`src/rtl/mpf_vtp_pkg.sv`:
```
// Shared VTP types for the page-table walk path and a small round-robin helper.
package mpf_vtp_pkg;
  typedef logic [35:0] t_tlb_4kb_va_page_idx;
  typedef logic [35:0] t_tlb_4kb_pa_page_idx;
  typedef logic [7:0]  t_mpf_vtp_pt_walk_meta;
  typedef logic [7:0]  t_mpf_vtp_req_tag;

  function automatic int rr_next(input int idx, input int n);
    return (idx + 1 >= n) ? 0 : idx + 1;
  endfunction
endpackage

```
`src/rtl/cci_mpf_prim_fifo_lutram.sv`:
```
// Small distributed-RAM FIFO with a combinational head (valid in the same cycle as notEmpty).
module cci_mpf_prim_fifo_lutram #(
  parameter int N_DATA_BITS     = 32,
  parameter int N_ENTRIES       = 2,
  parameter int REGISTER_OUTPUT = 0
) (
  input  logic                   clk,
  input  logic                   reset,
  input  logic [N_DATA_BITS-1:0] enq_data,
  input  logic                   enq_en,
  output logic                   not_full,
  output logic [N_DATA_BITS-1:0] first,
  input  logic                   deq_en,
  output logic                   not_empty
);
  localparam int AW = $clog2(N_ENTRIES);
  localparam int CW = $clog2(N_ENTRIES + 1);

  logic [N_DATA_BITS-1:0] mem [N_ENTRIES];
  logic [AW-1:0] wr_ptr, rd_ptr;
  logic [CW-1:0] cnt;

  // Only the unregistered head is provided; the option is accepted for interface compatibility.
  if (REGISTER_OUTPUT != 0) begin : g_reg_out
  end

  assign not_full  = (cnt != CW'(N_ENTRIES));
  assign not_empty = (cnt != '0);
  assign first     = mem[rd_ptr];

  always_ff @(posedge clk) begin
    if (enq_en) mem[wr_ptr] <= enq_data;
  end

  always_ff @(posedge clk) begin
    if (reset) begin
      wr_ptr <= '0;
      rd_ptr <= '0;
      cnt    <= '0;
    end else begin
      if (enq_en) wr_ptr <= (wr_ptr == AW'(N_ENTRIES - 1)) ? '0 : wr_ptr + AW'(1);
      if (deq_en) rd_ptr <= (rd_ptr == AW'(N_ENTRIES - 1)) ? '0 : rd_ptr + AW'(1);
      cnt <= cnt + CW'(enq_en) - CW'(deq_en);
    end
  end
endmodule

```
`src/rtl/mpf_vtp_pt_walk_arb_pick.sv`:
```
// Combinational round-robin picker: first set request at or after ptr, searching cyclically.
module mpf_vtp_pt_walk_arb_pick #(
  parameter int N  = 2,
  parameter int IW = $clog2(N)
) (
  input  logic [N-1:0]  req,
  input  logic [IW-1:0] ptr,
  output logic          any,
  output logic [IW-1:0] idx
);
  logic [2*N-1:0] rot;

  always_comb begin
    any = 1'b0;
    idx = '0;
    rot = {req, req} >> ptr;
    for (int k = 0; k < N; k++) begin
      if (!any && rot[k]) begin
        any = 1'b1;
        idx = IW'((int'(ptr) + k) % N);
      end
    end
  end
endmodule

```
`src/rtl/mpf_svc_vtp_pt_walk_arb.sv`:
```
// Shares one in-order VTP page-table walk server among N_CLIENTS requesters;
// a FIFO of client indices routes each in-order response back to its issuer.
module mpf_svc_vtp_pt_walk_arb
  import mpf_vtp_pkg::*;
#(
  parameter int N_CLIENTS       = 2,
  parameter int MAX_OUTSTANDING = 8,
  parameter int DEBUG_MESSAGES  = 0
) (
  input  logic                                         clk,
  input  logic                                         reset,
  input  logic                  [N_CLIENTS-1:0]        c_req_en,
  output logic                  [N_CLIENTS-1:0]        c_req_rdy,
  input  t_tlb_4kb_va_page_idx  [N_CLIENTS-1:0]        c_req_va,
  input  t_mpf_vtp_pt_walk_meta [N_CLIENTS-1:0]        c_req_meta,
  input  logic                  [N_CLIENTS-1:0]        c_req_spec,
  input  t_mpf_vtp_req_tag      [N_CLIENTS-1:0]        c_req_tag,
  output logic                  [N_CLIENTS-1:0]        c_rsp_en,
  output t_tlb_4kb_pa_page_idx                         c_rsp_pa,
  output t_tlb_4kb_va_page_idx                         c_rsp_va,
  output t_mpf_vtp_pt_walk_meta                        c_rsp_meta,
  output t_mpf_vtp_req_tag                             c_rsp_tag,
  output logic                                         c_rsp_spec,
  output logic                                         c_rsp_big,
  output logic                                         c_rsp_notpresent,
  output logic                                         s_req_en,
  input  logic                                         s_req_rdy,
  output t_tlb_4kb_va_page_idx                         s_req_va,
  output t_mpf_vtp_pt_walk_meta                        s_req_meta,
  output logic                                         s_req_spec,
  output t_mpf_vtp_req_tag                             s_req_tag,
  input  logic                                         s_rsp_en,
  input  t_tlb_4kb_pa_page_idx                         s_rsp_pa,
  input  t_tlb_4kb_va_page_idx                         s_rsp_va,
  input  t_mpf_vtp_pt_walk_meta                        s_rsp_meta,
  input  t_mpf_vtp_req_tag                             s_rsp_tag,
  input  logic                                         s_rsp_spec,
  input  logic                                         s_rsp_big,
  input  logic                                         s_rsp_notpresent,
  output logic                                         busy,
  output logic                                         route_err
);
  localparam int IW = $clog2(N_CLIENTS);
  typedef logic [IW-1:0] t_mpf_vtp_pt_client_idx;

  if (DEBUG_MESSAGES != 0) begin : g_debug
  end

  logic                  [N_CLIENTS-1:0] slot_vld, slot_spec;
  t_tlb_4kb_va_page_idx  [N_CLIENTS-1:0] slot_va;
  t_mpf_vtp_pt_walk_meta [N_CLIENTS-1:0] slot_meta;
  t_mpf_vtp_req_tag      [N_CLIENTS-1:0] slot_tag;

  t_mpf_vtp_pt_client_idx rr_ns, rr_sp, ns_idx, sp_idx, win, head;
  logic ns_any, sp_any, grant, fifo_not_full, fifo_not_empty, deq;

  assign c_req_rdy = ~slot_vld;

  mpf_vtp_pt_walk_arb_pick #(.N(N_CLIENTS)) pick_ns (
    .req(slot_vld & ~slot_spec), .ptr(rr_ns), .any(ns_any), .idx(ns_idx)
  );
  mpf_vtp_pt_walk_arb_pick #(.N(N_CLIENTS)) pick_sp (
    .req(slot_vld & slot_spec), .ptr(rr_sp), .any(sp_any), .idx(sp_idx)
  );

  // Speculative slots only compete when no non-speculative slot is waiting.
  assign win   = ns_any ? ns_idx : sp_idx;
  assign grant = (ns_any | sp_any) & s_req_rdy & fifo_not_full;
  assign deq   = s_rsp_en & fifo_not_empty;
  assign busy  = fifo_not_empty;

  cci_mpf_prim_fifo_lutram #(
    .N_DATA_BITS(IW), .N_ENTRIES(MAX_OUTSTANDING), .REGISTER_OUTPUT(0)
  ) route_fifo (
    .clk(clk), .reset(reset),
    .enq_data(win), .enq_en(grant), .not_full(fifo_not_full),
    .first(head), .deq_en(deq), .not_empty(fifo_not_empty)
  );

  always_ff @(posedge clk) begin
    for (int i = 0; i < N_CLIENTS; i++) begin
      if (c_req_en[i]) begin
        slot_va[i]   <= c_req_va[i];
        slot_meta[i] <= c_req_meta[i];
        slot_spec[i] <= c_req_spec[i];
        slot_tag[i]  <= c_req_tag[i];
      end
    end
  end

  always_ff @(posedge clk) begin
    if (reset) begin
      slot_vld <= '0;
      rr_ns    <= '0;
      rr_sp    <= '0;
    end else begin
      for (int i = 0; i < N_CLIENTS; i++) begin
        if (grant && win == IW'(i)) slot_vld[i] <= 1'b0;
        if (c_req_en[i])            slot_vld[i] <= 1'b1;
      end
      if (grant && ns_any)  rr_ns <= IW'(rr_next(int'(win), N_CLIENTS));
      if (grant && !ns_any) rr_sp <= IW'(rr_next(int'(win), N_CLIENTS));
    end
  end

  always_ff @(posedge clk) begin
    if (reset) begin
      s_req_en   <= 1'b0;
      s_req_va   <= '0;
      s_req_meta <= '0;
      s_req_spec <= 1'b0;
      s_req_tag  <= '0;
    end else begin
      s_req_en <= grant;
      if (grant) begin
        s_req_va   <= slot_va[win];
        s_req_meta <= slot_meta[win];
        s_req_spec <= slot_spec[win];
        s_req_tag  <= slot_tag[win];
      end
    end
  end

  // Responses with no recorded issuer are dropped and flagged.
  always_ff @(posedge clk) begin
    if (reset) begin
      c_rsp_en         <= '0;
      c_rsp_pa         <= '0;
      c_rsp_va         <= '0;
      c_rsp_meta       <= '0;
      c_rsp_tag        <= '0;
      c_rsp_spec       <= 1'b0;
      c_rsp_big        <= 1'b0;
      c_rsp_notpresent <= 1'b0;
      route_err        <= 1'b0;
    end else begin
      c_rsp_en <= deq ? (N_CLIENTS'(1) << head) : '0;
      if (s_rsp_en) begin
        c_rsp_pa         <= s_rsp_pa;
        c_rsp_va         <= s_rsp_va;
        c_rsp_meta       <= s_rsp_meta;
        c_rsp_tag        <= s_rsp_tag;
        c_rsp_spec       <= s_rsp_spec;
        c_rsp_big        <= s_rsp_big;
        c_rsp_notpresent <= s_rsp_notpresent;
        if (!fifo_not_empty) route_err <= 1'b1;
      end
    end
  end
endmodule
```
`config.mk`:
```
export PLATFORM = sky130hd
export DESIGN_NAME = mpf_svc_vtp_pt_walk_arb
export DESIGN_NICKNAME = d
export VERILOG_FILES = /design/src/rtl/mpf_vtp_pkg.sv /design/src/rtl/cci_mpf_prim_fifo_lutram.sv /design/src/rtl/mpf_vtp_pt_walk_arb_pick.sv /design/src/rtl/mpf_svc_vtp_pt_walk_arb.sv
export SDC_FILE = /design/constraint.sdc
export NUM_CORES = 1
export LEC_CHECK = 0
export CORE_MARGIN = 5
export CORE_UTILIZATION = 30
export CTS_CLUSTER_DIAMETER = 30
export DETAILED_ROUTE_END_ITERATION = 10
export HOLD_SLACK_MARGIN = 0.15
export SLEW_MARGIN = 10
export SYNTH_ARGS = -nofsm -noshare
export SYNTH_HDL_FRONTEND = slang
export SYNTH_SLANG_ARGS = --single-unit
```
`constraint.sdc`:
```
create_clock -name clk -period 2.5 [get_ports clk]
set_input_delay 0.5 -clock clk [delete_from_list [all_inputs] [get_ports clk]]
set_output_delay 0.5 -clock clk [all_outputs]
set_load 0.01 [all_outputs]
```
# == Yosys cells after proc, flatten, opt, wreduce, memory -nomap -nowiden ==
# Memories as Yosys holds them, arrays and structs flattened. A register that Yosys moved wholly into a read port is not among the register bits.
# Cells that the tools add are included.
# classes
addsub,7
n_lt_le_gt_ge,2
n_eq_ne,3
shifts,3
n_mux,28
n_bitwise,11
reduce_logical,14
# op_table
cell,n
$mux W36,2
$mux W8,4
$mux W1,18
$mux W3,4
$shr A4 B1 Y2,2
$add A3 B1 Y3 const B,2
$eq A3 B3 Y1 const B,2
$logic_and A1 B1 Y1,6
$add A4 B1 Y4,1
$and A2 B2 Y2,2
$ne A4 B4 Y1 const B,1
$not A2 Y2,2
$reduce_bool A2 Y1,2
$reduce_bool A4 Y1,1
$sub A4 B1 Y4,1
$and A1 B1 Y1,3
$logic_not A1 Y1,3
$not A1 Y1,3
$add A1 B1 Y1 const B,2
$add A1 B1 Y2 const B,1
$ge A2 B2 Y1 const B,1
$lt A1 B2 Y1 const B,1
$reduce_and A2 Y1,1
$reduce_or A2 Y1,1
2 further kinds,2
# totals
ff_bits,268
ram_bits,8
in_bits,203
out_inout_bits,151
word_cells,98
mem_count,1
# memory_table
memory,words,width,read_ports,rd_clocked_by_memory_dff,wr,line,text
route_fifo.mem,8,1,1,1,1,cci_mpf_prim_fifo_lutram.sv:19,logic [N_DATA_BITS-1:0] mem [N_ENTRIES];

# == Longest topological paths before layout ==
# Gate-level depths: netlist of the first run.
# logic_depth
word_depth,13
ltp_mapped,12

# == Modules after synthesis ==
# Synthesis of the first run repeated with hierarchy kept, for this count alone.
# unflattened
cells_unflattened,823
hier_area_um2,10440.0
# modules_own_cells
mod,instances,cells_per_inst,area_each_um2,seq_area_each_um2
mpf_svc_vtp_pt_walk_arb,1,731,9439.1,6226.0
cci_mpf_prim_fifo_lutram,1,86,965.9,500.5
mpf_vtp_pt_walk_arb_pick,2,3,17.5,0.0

# == Worst setup path after synthesis of the first run ==
# Ideal clock, no wire load.
# synth_path
kind,reg-to-reg
startpoint,register route_fifo.cnt[2]
endpoint,register route_fifo.cnt[2]
t_arrival_ns,2.324
required_time_ns,2.372
setup_slack_ns,0.048
path_stages_with_launch,13
n_path_buf,0
synth_period_minus_slack_ns,2.452
cell_sequence,dfxtp_1 > inv_1 > ha_1 > or3b_2 > nand2_1 > inv_1 > ha_1 > inv_1 > ha_1 > inv_1 > fa_1 > xor2_1 > nor2_1
# synth_lines
element,line,text
"start, declared",cci_mpf_prim_fifo_lutram.sv:21,logic [CW-1:0] cnt;
"start signal, assigned",cci_mpf_prim_fifo_lutram.sv:43,cnt <= cnt + CW'(enq_en) - CW'(deq_en);
$reduce_bool A4 Y1,cci_mpf_prim_fifo_lutram.sv:28,assign not_empty = (cnt != '0);
via busy,mpf_svc_vtp_pt_walk_arb.sv:40,"output logic busy,"
$and A1 B1 Y1,mpf_svc_vtp_pt_walk_arb.sv:69,assign deq = s_rsp_en & fifo_not_empty;
via deq,mpf_svc_vtp_pt_walk_arb.sv:55,"logic ns_any, sp_any, grant, fifo_not_full, fifo_not_empty, deq;"
$sub A4 B1 Y4,cci_mpf_prim_fifo_lutram.sv:43,
# The timed path passes the listed nets, and every way through them passes these cells.
# A chain may end at the register's enable or synchronous reset.

# == Worst setup path after layout of the first run ==
# layout_path
startpoint,register route_fifo.cnt[2]
endpoint,output busy
# layout_between
elab_chain_cells,1
# layout_rtl
element,line
$reduce_bool A4 Y1,cci_mpf_prim_fifo_lutram.sv:28
"end, declared",mpf_svc_vtp_pt_walk_arb.sv:40
# Every way passes these cells.

==> results.md, run 1 <==
- Outcome: finished, final reports clean
- Min-Delay Endpoint: slot_va[26]$_DFFE_PP_
- CP Data Required Time: 2.00 ns
- Critical path buffers and inverters: 3
- Logic gate share of total power: 0.132
- Die ar.: 36,600 um^2
- RSZ-0062 raised after global routing: false
- Hold Crit Start: c_req_en[0]
- Busiest grt layer: met2
- GR Layer Usage met2: 0.258
- # IOs: 354
- Yosys cell types: 37
- Synth top area share: 0.347
- Crit path max-delay family: buffers and inverters
- Core Area: 32,500 um^2
- M1 GR Usage: 0.176
- Syn Nets: 1,029
- Commonest non-fill, non-tap cell in the layout: clkdlybuf4s50_1
- Mapped Cells: 815
- Flop-to-flop setup slack: 0.20 ns
- Drt first-iter violations: 269
- Global-route usage over all layers: 0.152
- Core Util, Final: 0.494
- Worst Hold Class: input port to flip-flop
- Avg Cell Area, Syn: 12.1 um^2
- Die W: 191 um
- Slew headroom: 0.546
- Layout Nets: 1,407
- Global route total overflow: 0
- Crit path launch type: flip-flop
- First-pass GRT wire length: 43.9 mm
- Crit path time final: 2.37 ns
- Root buffer cell: clkbuf_16
- Final critical-path share of the clock period: 0.948
- Vias per cell: 4.47
- CTS buffer count: 61
- EDFF count, synth: 114
- FF-to-FF Start: route_fifo.cnt[2]$_SDFF_PP0_
- Post-CTS Setup Bufs: 0
- Switching pwr: 3.86 mW
- Slew at the pin closest to its max-slew limit: 0.681 ns
- Final setup viols: 0
- Seq cells post-synth: 279
- Critical path, cell by cell: inv_1, ha_1, or3b_4, buf_4, clkdlybuf4s15_2
- Levels on crit path: 5
- Worst R2R Path Depth: 12
- Rows: 66
- Dominant synthesized flop cell: dfxtp_1
- Clock Latency Late Sink: 0.58 ns
- Layout area overhead: 63.0%
- Fraction of layout cells with a size suffix above 1: 0.111
- # DRC: 0
- Design internal power: 12.0 mW
- Switching Fraction: 0.243
- Via count: 7,548
- Initial Util: 0.303
- Post-synth ARST share: 0
- Seq/Total Area, Yosys: 0.682
- Final number of hold-violating endpoints: 0
- Most frequent cells in the layout: 348 x clkdlybuf4s50_1, 165 x dfxtp_1, 151 x nor2_1, 114 x edfxtp_1, 92 x mux2i_1
- Top post-synthesis cells by area: edfxtp_1 35%, dfxtp_1 33%, mux2i_1 9.3%, nor2_1 5.7%, a211oi_1 4.0%
- CTS H-tree depth: 2
- Placed wire-length estimate: 19.5 mm
- Final wirelength: 29.1 mm
- Total power: 15.9 mW
- Routed Antenna Nets: 0
- Worst Path Max Fanout: 3
- Max Buffers Root-to-Sink: 3
- Routability cong.: 0.729
- Yosys warnings: 0
- FF-to-FF End: route_fifo.cnt[2]$_SDFF_PP0_
- Fin. max-slew vios: 0
- Clock Power Share: 0.526
- Initial antenna violation count: 5
- Antenna fix cells: 0
- Port-buffer cells: 353
- VDD IR-drop max: 0.519 mV
- Area leader, netlist: edfxtp_1
- Max incr delay on CP: 0.38 ns
- Largest net degree at the start of global routing: 95
- Synthesized area: 9870 um^2
- Critical Path End Type: output pin
- Setup CP Type: flip-flop to output pin
- WP data arrival: 1.87 ns
- Seq pwr share: 0.342
- Final TNS setup: 0 ns
- Critical path's slowest cell: or3b_4
- TritonCTS clock tree: built
- First-pass DRT Iterations: 4
- Clock skew: 0.0345 ns
- Drt wl/cell: 17.3 um
- Number of max-cap violations: 0
- Grt met3 use: 0.0636
- Die height: 191 um
- Clk sink count: 279
- Worst-path clk slew: 0.05 ns
- Vias in the first global route: 7,873
- Highest Clock Rate: 0.422 GHz
- Hold Crit Depth: 1
- Lkg Pwr: 6.30 nW
- Hold_buf cts: 0
- Pwr per Cell Area: 986 nW/um^2
-- power by group through the flow --
stage	clock [mW]	combinational, mW	sequential [mW]
detailed placement	0	2.12	5.50
global route	8.76	2.31	5.47
finish	8.34	2.09	5.42
global placement	0	2.09	5.50
CTS	8.50	2.13	5.43
floorplan	0	0.855	5.56
-- logic make-up after synthesis --
| group | count (synthesis) | share of synthesized area |
|---|---|---|
| flops | 279 | 0.682 |
| simple gates | 234 | 0.0946 |
| compound gates | 129 | 0.0820 |
| mux | 94 | 0.0979 |
| buf+inv | 66 | 0.0274 |
| fa+ha+maj | 11 | 0.0147 |
| xor+xnor | 2 | 0.00178 |
-- worst max-delay path by stage --
| stage | from | endpoint | slack (ns) |
|---|---|---|---|
| after floorplan | route_fifo.cnt[2]$_SDFF_PP0_ | route_fifo.cnt[2]$_SDFF_PP0_ | 0.05 |
| after global placement | route_fifo.cnt[2]$_SDFF_PP0_ | route_fifo.cnt[2]$_SDFF_PP0_ | 0.12 |
| after CTS | route_fifo.cnt[2]$_SDFF_PP0_ | busy | 0.009 |
| final | route_fifo.cnt[2]$_SDFF_PP0_ | busy | 0.13 |
| after global routing | route_fifo.cnt[2]$_SDFF_PP0_ | busy | 0.05 |
| after detailed placement | s_req_rdy | s_req_meta[3]$_SDFFE_PP0P_ | 0.05 |
-- through the flow --
stage                     std cells  hold WS [ns]  worst slack, ns  cell area (um^2)
after floorplan                 815         0.454           0.0485              9870
after global placement         1572         0.446            0.124             13900
after detailed placement       1572         0.455           0.0502             13900
after CTS                      1688         0.271          0.00906             16100
after global routing           1688         0.280           0.0455             16100
final                          1688         0.297            0.130             16100
-- worst register-to-register path, cell delays in order, from the launching register on --
cell and delay, ns:
dfxtp_1 0.29, inv_1 0.09, ha_1 0.17, or3b_4 0.38
nand2_2 0.08, inv_1 0.04, ha_1 0.29, inv_1 0.06
ha_1 0.16, inv_1 0.05, fa_1 0.37, xor2_1 0.14
nor2_1 0.06
-- registers in the layout, indices dropped and copies added, names as in the netlist, 2 cells and up, named ones only --
| register | cells |
|---|---|
| slot_spec | 2 |
| route_fifo.wr_ptr | 3 |
| slot_meta | 16 |
| s_req_va | 36 |
| c_rsp_meta | 8 |
| route_fifo.cnt | 4 |
| slot_vld | 2 |
| route_fifo.mem | 8 |
| c_rsp_tag | 8 |
| route_fifo.rd_ptr | 3 |
| c_rsp_va | 36 |
| slot_tag | 16 |
| c_rsp_pa | 36 |
| c_rsp_en | 2 |
| slot_va | 72 |
| s_req_meta | 8 |
| s_req_tag | 8 |
-- per-layer routing --
layer	vias to the layer above	wire, um
met2	322	13700
met1	3508	11800
li1	3651	-
met4	10	578
met5	-	69
met3	57	2990
-- cells in the mapped netlist, drive strengths merged, types with 2 or more instances --
library cell / number
o21ai: 4
nor2: 151
nand3: 2
nand2: 64
edfxtp: 114
nor4b: 2
clkbuf: 29
a21o: 2
or3: 3
buf: 24
nor3: 4
dfxtp: 165
a21oi: 64
ha: 10
nor3b: 3
mux4: 2
a211oi: 52
or3b: 2
mux2i: 92
inv: 12
-- timing repair --
action                                  4_1_cts  5_1_grt
pin swaps                                     0        1
endpoints found under the setup margin        1        2
gates resized for setup                       3        2
-- cell type report --
class,instances,area [um^2]
Fill cell,2949,16400
Sequential cell,279,6730
Timing Repair Buffer,368,3690
Multi-Input combinational cell,470,2890
Clock buffer,67,1560
Clock inverter,49,619
Tap cell,442,553
Inverter,13,48.8
(Power assumes the default switching activity.)
==> run 2: changes to the inputs <==
GPL_ROUTABILITY_DRIVEN = 1   (was unset)
clock period = 2.55 ns   (was 2.5 ns; I/O delays follow)
==> run 2 against run 1 <==
Core utilization down 0.70 points. Routed wire length decreased by 2.1%. Final area down 1.4%. Register-to-register slack improved by 0.06 ns. Largest cell class unchanged. Largest power group unchanged. Highest routed layer unchanged.
==> results.md, run 2 (synthesis gave the netlist of run 1 again) <==
- Setup ws final: 0.181 ns (+0.0502 ns)
- Seq pwr share: 0.363 (+0.021)
- Layout Nets: 1,401 (-0.43%)
- Placement Setup Slack: 0.123 ns (+0.0729 ns)
- Highest Clock Rate: 0.422 GHz
- Max Buffers Root-to-Sink: 3 (unchanged)
- Pwr per Cell Area: 925 nW/um^2 (-6.2%)
- Clock Latency Late Sink: 0.56 ns (-0.02 ns)
- Switching pwr: 3.50 mW (-9.3%)
- VDD IR-drop max: 0.585 mV (+13%)
- Rows: 66 (unchanged)
- Largest net degree at the start of global routing: 95 (unchanged)
- Critical Path End Type: output pin
- # IOs: 354 (unchanged)
- Outcome: finished, final reports clean
- Most frequent cells in the layout: 348 x clkdlybuf4s50_1, 165 x dfxtp_1, 151 x nor2_1, 114 x edfxtp_1, 92 x mux2i_1
- CTS H-tree depth: 2 (unchanged)
- Port-buffer cells: 353 (unchanged)
- Final number of hold-violating endpoints: 0 (unchanged)
- Root buffer cell: clkbuf_16
- Max incr delay on CP: 0.38 ns (about the same)
- Design internal power: 11.2 mW (-7.0%)
- Via count: 7,467 (-1.1%)
- Critical path's slowest cell: or3b_4
- Drt first-iter violations: 340 (+26%)
- Initial antenna violation count: 5 (unchanged)
- Worst-path clk slew: 0.05 ns (about the same)
- Slew headroom: 0.279 (-0.267)
- Vias per cell: 4.44 (-0.60%)
- Logic gate share of total power: 0.140 (+0.008)
- Setup CP Type: flip-flop to output pin
- Die ar.: 36,600 um^2 (unchanged)
- Final setup viols: 0 (unchanged)
- Placed wire-length estimate: 18.8 mm (-3.4%)
- CTS buffer count: 58 (-4.9%)
- Critical path, cell by cell: inv_2, ha_1, or3b_4, buf_4, clkdlybuf4s15_1
- Global route total overflow: 0 (unchanged)
- Final TNS setup: 0 ns (unchanged)
- Worst Hold Class: input port to flip-flop
- Worst Path Max Fanout: 3 (unchanged)
- Lkg Pwr: 6.20 nW (-1.6%)
- First-pass DRT Iterations: 4 (unchanged)
- Fin. max-slew vios: 0 (unchanged)
- Commonest non-fill, non-tap cell in the layout: clkdlybuf4s50_1
- Number of max-cap violations: 0 (unchanged)
- Crit path time final: 2.37 ns
- # DRC: 0 (unchanged)
- Global-route usage over all layers: 0.147 (-0.00448)
- Routed Antenna Nets: 0 (unchanged)
- Vias in the first global route: 7,610 (-3.3%)
- Crit path launch type: flip-flop
- Crit path max-delay family: buffers and inverters
- Layout area overhead: 60.7%
- Routability cong.: 0.723 (-0.77%)
- Die W: 191 um (unchanged)
- WP data arrival: 1.86 ns (about the same)
- Max reg flops: 72 (unchanged)
- RSZ-0062 raised after global routing: false
- Clk sink count: 279 (unchanged)
- Final wirelength: 28.5 mm (-2.1%)
- Final critical-path share of the clock period: 0.929
- Clock skew: 0.0226 ns (-0.0119 ns)
- Switching Fraction: 0.239 (-0.00462)
- Critical path buffers and inverters: 3 (unchanged)
- Drt wl/cell: 17.0 um (-1.6%)
- Die height: 191 um (unchanged)
- Hold_buf cts: 0 (unchanged)
- First-pass GRT wire length: 42.4 mm (-3.3%)
- Initial Util: 0.303 (unchanged)
- Slew at the pin closest to its max-slew limit: 1.08 ns (+0.400 ns)
- Largest register by flop count: slot_va
- Clock Power Share: 0.498 (-0.028)
- CP Data Required Time: 2.04 ns (+0.04 ns)
- Fraction of layout cells with a size suffix above 1: 0.0986 (-0.0121)
- TritonCTS clock tree: built
- Core Area: 32,500 um^2 (unchanged)
==> run 2: layout make-up <==
cell class                 instances  area [um^2]
tap                              442          553
sequential                       279         6730
timing repair buffer             365         3680
fill                            2984        16700
clock buffer                      78         1630
clock inverter                    32          330
inverter                          13         48.8
multi-input combinational        470         2890
antenna                            1         2.50
==> run 2: metrics by stage <==
stage | hold slack [ns] | power (mW) | util | cell area, um^2 | cells
after detailed placement | 0.458 | 7.47 | 0.427 | 13900 | 1569
after floorplan | 0.454 | 6.29 | - | 9870 | 815
after CTS | 0.196 | 14.9 | 0.487 | 15900 | 1679
final | 0.222 | 14.7 | 0.487 | 15900 | 1680
after global placement | 0.448 | 7.44 | 0.427 | 13900 | 1569
after global routing | 0.204 | 15.3 | 0.487 | 15900 | 1680
==> run 2: worst paths after layout <==
| check | from | end | slack, ns | depth (start not counted) |
|---|---|---|---|---|
| worst max register to register | route_fifo.cnt[2]$_SDFF_PP0_ | route_fifo.cnt[2]$_SDFF_PP0_ | 0.26 | 12 |
| worst max-delay path | route_fifo.cnt[2]$_SDFF_PP0_ | busy | 0.18 | 5 |
| worst min-delay path | c_req_en[0] | slot_va[24]$_DFFE_PP_ | 0.22 | 1 |
| worst min register to register | s_req_spec$_SDFFE_PP0P_ | s_req_spec$_SDFFE_PP0P_ | 0.47 | 2 |
==> run 2: worst register-to-register path, cell delays in order, from the launching register on <==
cell     delay (ns)
dfxtp_1        0.30
inv_2          0.07
ha_1           0.16
or3b_4         0.38
nand2_2        0.08
inv_1          0.04
ha_1           0.28
inv_1          0.06
ha_1           0.15
inv_1          0.05
fa_1           0.38
xor2_1         0.15
nor2_1         0.07
==> run 2: power groups by stage <==
stage | logic, mW | clock network [mW] | registers (mW)
6_report | 2.05 | 7.30 | 5.32
5_1_grt | 2.26 | 7.72 | 5.36
3_5_place_dp | 2.07 | 0 | 5.39
4_1_cts | 2.08 | 7.47 | 5.32
3_3_place_gp | 2.05 | 0 | 5.39
2_1_floorplan | 0.838 | 0 | 5.45
==> run 2: routing by layer <==
metal | wire, um | track usage
met2 | 13300 | 0.243
met3 | 3130 | 0.0637
met1 | 11100 | 0.169
met5 | 42 | 0
met4 | 913 | 0.0575
==> run 2: timing repair <==
action	4_1_cts	5_1_grt
setup endpoints to repair	1	2
pin swaps	0	1
setup buffers	0	0
gates resized for setup	2	3
